**config.mk**
```make
export PLATFORM = sky130hd
export DESIGN_NAME = mole_round_engine
export DESIGN_NICKNAME = d
export VERILOG_FILES = /design/src/rtl/mole_round_engine.sv
export SDC_FILE = /design/constraint.sdc
export NUM_CORES = 1
export LEC_CHECK = 0
export BUFFER_PORTS_ARGS = -buffer_cell sky130_fd_sc_hd__clkbuf_2
export CAP_MARGIN = 25
export CORE_MARGIN = 5
export CORE_UTILIZATION = 45
export DETAILED_ROUTE_END_ITERATION = 10
export HOLD_SLACK_MARGIN = 0.05
export PLACE_DENSITY_LB_ADDON = 0.1
export SLEW_MARGIN = 15
export SYNTH_ARGS = -nofsm -noshare
export SYNTH_HDL_FRONTEND = slang
export SYNTH_SLANG_ARGS = --single-unit
```
**constraint.sdc**
```tcl
create_clock -name clk -period 3.71 [get_ports clk]
set_input_delay 0.9275 -clock clk [delete_from_list [all_inputs] [get_ports clk]]
set_output_delay 0.9275 -clock clk [all_outputs]
set_load 0.1 [all_outputs]
```
**src/rtl/mole_round_engine.sv**
```systemverilog
// rtl/mole_round_engine.sv - whack-a-mole round engine
// Pops LFSR-chosen moles while playing, scores hits and counts misses.
module mole_round_engine #(
  parameter int NUM_HOLES     = 8,
  parameter int MOLE_UP_TICKS = 1000,
  parameter int GAP_TICKS     = 250,
  parameter int SCORE_W       = 8
) (
  input  logic                 clk,
  input  logic                 reset,
  input  logic                 tick,
  input  logic [1:0]           game_begin,
  input  logic [NUM_HOLES-1:0] whack,
  output logic [NUM_HOLES-1:0] mole_leds,
  output logic [SCORE_W-1:0]   score,
  output logic [SCORE_W-1:0]   misses,
  output logic                 hit_pulse,
  output logic                 game_over
);
  localparam int HW   = $clog2(NUM_HOLES);
  localparam int MAXT = (MOLE_UP_TICKS > GAP_TICKS) ? MOLE_UP_TICKS : GAP_TICKS;
  localparam int CW   = $clog2(MAXT + 1);

  typedef enum logic [1:0] {S_IDLE, S_GAP, S_UP, S_DONE} state_t;

  state_t               r_state;
  logic [15:0]          r_lfsr;
  logic [NUM_HOLES-1:0] r_whack_q;
  logic [CW-1:0]        r_cnt;
  logic [HW-1:0]        r_hole;
  logic [NUM_HOLES-1:0] r_mole_leds;
  logic [SCORE_W-1:0]   r_score;
  logic [SCORE_W-1:0]   r_misses;
  logic                 r_hit_pulse;
  logic                 r_game_over;

  logic                 w_fb;
  logic [NUM_HOLES-1:0] w_press;
  logic [HW-1:0]        w_cand;
  logic [HW-1:0]        w_next_hole;
  logic [NUM_HOLES-1:0] w_mole_mask;
  logic                 w_wrong;
  logic                 w_right;
  logic [SCORE_W-1:0]   w_score_inc;
  logic [SCORE_W-1:0]   w_miss_inc;

  assign w_fb        = r_lfsr[15] ^ r_lfsr[13] ^ r_lfsr[12] ^ r_lfsr[10];
  assign w_press     = whack & ~r_whack_q;
  assign w_cand      = r_lfsr[HW-1:0];
  // Never pop the same hole twice in a row; HW-bit add wraps modulo NUM_HOLES.
  assign w_next_hole = (w_cand == r_hole) ? w_cand + HW'(1) : w_cand;
  assign w_mole_mask = NUM_HOLES'(1) << r_hole;
  assign w_wrong     = |(w_press & ~w_mole_mask);
  assign w_right     = |(w_press & w_mole_mask);
  assign w_score_inc = (&r_score)  ? r_score  : r_score  + SCORE_W'(1);
  assign w_miss_inc  = (&r_misses) ? r_misses : r_misses + SCORE_W'(1);

  always_ff @(posedge clk or negedge reset) begin
    if (!reset) begin
      r_state     <= S_IDLE;
      r_lfsr      <= 16'hACE1;
      r_whack_q   <= '0;
      r_cnt       <= '0;
      r_hole      <= '0;
      r_mole_leds <= '0;
      r_score     <= '0;
      r_misses    <= '0;
      r_hit_pulse <= 1'b0;
      r_game_over <= 1'b0;
    end else begin
      r_lfsr      <= {r_lfsr[14:0], w_fb};
      r_whack_q   <= whack;
      r_hit_pulse <= 1'b0;
      if (game_begin[1]) begin
        r_state     <= S_DONE;
        r_mole_leds <= '0;
        r_game_over <= 1'b1;
      end else if (game_begin == 2'b00) begin
        r_state     <= S_IDLE;
        r_mole_leds <= '0;
        r_game_over <= 1'b0;
        r_score     <= '0;
        r_misses    <= '0;
      end else begin
        case (r_state)
          S_IDLE: begin
            r_state <= S_GAP;
            r_cnt   <= CW'(GAP_TICKS);
          end
          S_GAP: begin
            if (tick) begin
              if (r_cnt <= CW'(1)) begin
                r_state     <= S_UP;
                r_hole      <= w_next_hole;
                r_mole_leds <= NUM_HOLES'(1) << w_next_hole;
                r_cnt       <= CW'(MOLE_UP_TICKS);
              end else begin
                r_cnt <= r_cnt - CW'(1);
              end
            end
          end
          S_UP: begin
            // Wrong press beats a right press, which beats a timeout.
            if (w_wrong || w_right || (tick && r_cnt <= CW'(1))) begin
              r_state     <= S_GAP;
              r_cnt       <= CW'(GAP_TICKS);
              r_mole_leds <= '0;
              if (!w_wrong && w_right) begin
                r_score     <= w_score_inc;
                r_hit_pulse <= 1'b1;
              end else begin
                r_misses <= w_miss_inc;
              end
            end else if (tick) begin
              r_cnt <= r_cnt - CW'(1);
            end
          end
          default: r_state <= S_DONE;
        endcase
      end
    end
  end

  assign mole_leds = r_mole_leds;
  assign score     = r_score;
  assign misses    = r_misses;
  assign hit_pulse = r_hit_pulse;
  assign game_over = r_game_over;
endmodule

```
==> flow_summary.ini <==
[clock_network]
root_buffer = clkbuf_8
htree_levels = 3
post-cts-setup-buffers = 0
cts_buffers = 9
insertion_delay_ps = 340
clk_path_buf_depth = 2
clock-sinks = 65
cts_resized = 0
cts-hold-fix-buffers = 0
cts_tree = built
cts.clk_slew.worst_paths_ps = 80

[synth]
ys_warn_count = 0
ys.flop_type = dfrtp_1
synth_top_area_frac = 0.405
synth-edff-count = 0
yosysSeqAreaShare = 0.465
ys_async_sr_fraction = 1.00
syn_area_um2 = 3520
yosys.area.top_type = dfrtp_1
syn_inst = 357
synth-seq-cells = 65
synthDistinctLibCells = 60
synth.avg_cell_area_um2 = 9.86
synth.area.top_cells = dfrtp_1 (41%), dfstp_2 (6.0%), nand2_1 (3.7%), mux2i_1 (3.4%), ha_1 (3.2%)
syn_nets = 379

[sta]
fin_crit_sh = 0.800
setup_tns_ps = 0
fin_skew_ps = 10.9
worst_pin_slew_ps = 809
rsz0062_at_grt = no
hold_violations = 0
slew_violations = 0
final.min_clock_period_ps = 2970
whs_ps = 353
setup_viol = 0
relSlewSlack = 0.461
fmax_mhz = 337

[worst_setup_path]
critical_path.top_delay_family = simple AND/OR/NAND/NOR gates
worstPathRequired_ps = 3970
path_class = reg2reg
crit_slowest_cell = dfrtp_1
max_stage_delay_ps = 620
worst-path-buf-inv = 0
cp_cell_sequence = or3b_1 > a22o_1 > or3_4 > or4_4 > or3_2 > a21oi_1
path_max_fanout = 14
end_kind = register
start_kind = register
crit_arrival_ps = 3230

[hold_path]
hp-class = reg2reg

[detailed_routing]
route.met3.wl_um = 451
drt-wirelength-per-cell_um = 15.9
drtPass1Iterations = 4
drc = 0
viasPerCell = 5.74
met1_length_um = 3770
drt_iter0_markers = 98
routed_wl_um = 8020
routed-wl-met2_um = 3750
vias = 2901
top_layer = met4
ant_nets = 0

[floorplanning]
die_x_um = 98.4
std_cell_rows = 32
dieArea_um2 = 9690
start_util = 0.458
ios = 39
core-area_um2 = 7690
fp.dieH_um = 98.4

[layout]
nFillCells = 725
drive_gt1_frac = 0.243
mostFrequentLayoutCell = dfrtp_1
final_cell_mix = dfrtp_1 (57), clkbuf_2 (38), nand2_1 (35)
final_nets = 420
stdcell_count = 505
area_growth_pct = 13.8
antenna_cells = 0

[global_routing]
grt_pass1_vias = 2772
antenna_found_initial = 0
grt_usage = 0.170
grt_max_degree = 35
grt-ovfl-total = 0
grt_pass1_wl_um = 13400

[placed_design]
io_buffers = 38
gp_congestion = 0.808
hpwl_um = 5660
dpl.cell_count = 489

[power]
irDropWorstVdd_v = 0.000278
power.leakage_nw = 1.77
p_per_area_nw_per_um2 = 493

[run]
maxCapViolCount = 0

[outcome]
status = finished clean
cells by family after synthesis:
kind of cell               Yosys count  share of synthesized area
and+or+nand+nor                    142                      0.209
AOI/OAI and AO/OA                   76                      0.156
DFF                                 65                      0.465
buffers and inverters               34                     0.0448
muxes                               20                     0.0661
xor gates and xnor gates            11                     0.0274
adders and majority gates            9                     0.0320
layer usage:
metal / up-vias / GRT usage
li1: 1394 / -
met1: 1433 / 0.231
met2: 67 / 0.271
met3: 7 / 0.0432
met4: 0 / 0.0462
met5: - / 0
where the power goes:
group | switching (mW) | internal [mW]
combinational | 0.344 | 0.162
sequential | 0.0820 | 0.773
clock | 0.270 | 0.346
total | 0.696 | 1.28
through the flow:
step                      setup WS [ps]  instance area [µm²]  power [mW]  utilization
final                               741                 4010        1.98        0.521
after global routing                600                 4010        2.08        0.521
after CTS                           718                 4010        2.00        0.521
after detailed placement            467                 3810        1.37        0.495
after global placement              504                 3810        1.36        0.495
after floorplan                     564                 3520        1.24            -
Yosys cell counts, types with 4 or more instances:
| cell type | n |
|---|---|
| a21oi_1 | 10 |
| a22o_1 | 6 |
| a31oi_1 | 5 |
| and2b_2 | 4 |
| clkbuf_1 | 9 |
| dfrtp_1 | 57 |
| dfstp_2 | 8 |
| ha_1 | 9 |
| inv_1 | 18 |
| mux2_2 | 6 |
| mux2i_1 | 12 |
| nand2_1 | 35 |
| nand3_1 | 16 |
| nor2_1 | 26 |
| nor2b_1 | 5 |
| nor3_1 | 19 |
| nor4_1 | 5 |
| o211ai_1 | 7 |
| o21ai_0 | 14 |
| o311ai_0 | 4 |
| or2_2 | 6 |
| or3_2 | 4 |
| xnor2_1 | 6 |
| xor2_1 | 5 |
layout make-up:
type	count	area (µm²)	area share
clock buffer	13	159	0.0397
clock inverter	3	40.0	0.00999
inverter	18	67.6	0.0169
multi-input combinational	258	1730	0.431
sequential	65	1640	0.408
tap	102	128	0.0319
timing repair buffer	46	250	0.0625
flip-flops by register name, indices dropped and copies added, names as in the netlist:
| register | count |
|---|---|
| misses | 8 |
| mole_leds | 8 |
| r_lfsr | 16 |
| r_whack_q | 8 |
| r_state | 2 |
| score | 8 |
| hit_pulse | 1 |
| game_over | 1 |
| r_hole | 3 |
| r_cnt | 10 |
path summary, 6_finish.rpt:
check | startpoint | to | slack [ps] | depth (start not counted)
worst max-delay path | r_hole[1]$_DFFE_PN0P_ | score[4]$_DFFE_PN0P_ | 740 | 6
worst min-delay path | r_lfsr[4]$_DFF_PN0_ | r_lfsr[5]$_DFF_PN1_ | 350 | 0
worst max register to register | r_hole[1]$_DFFE_PN0P_ | score[4]$_DFFE_PN0P_ | 740 | 6
worst min register to register | r_lfsr[4]$_DFF_PN0_ | r_lfsr[5]$_DFF_PN1_ | 350 | 0
max in group asynchronous | reset | misses[4]$_DFFE_PN0P_ | 2310 | 2
min in group asynchronous | reset | mole_leds[3]$_DFFE_PN0P_ | 660 | 1
No activity file was read; power rests on OpenSTA's default activity.
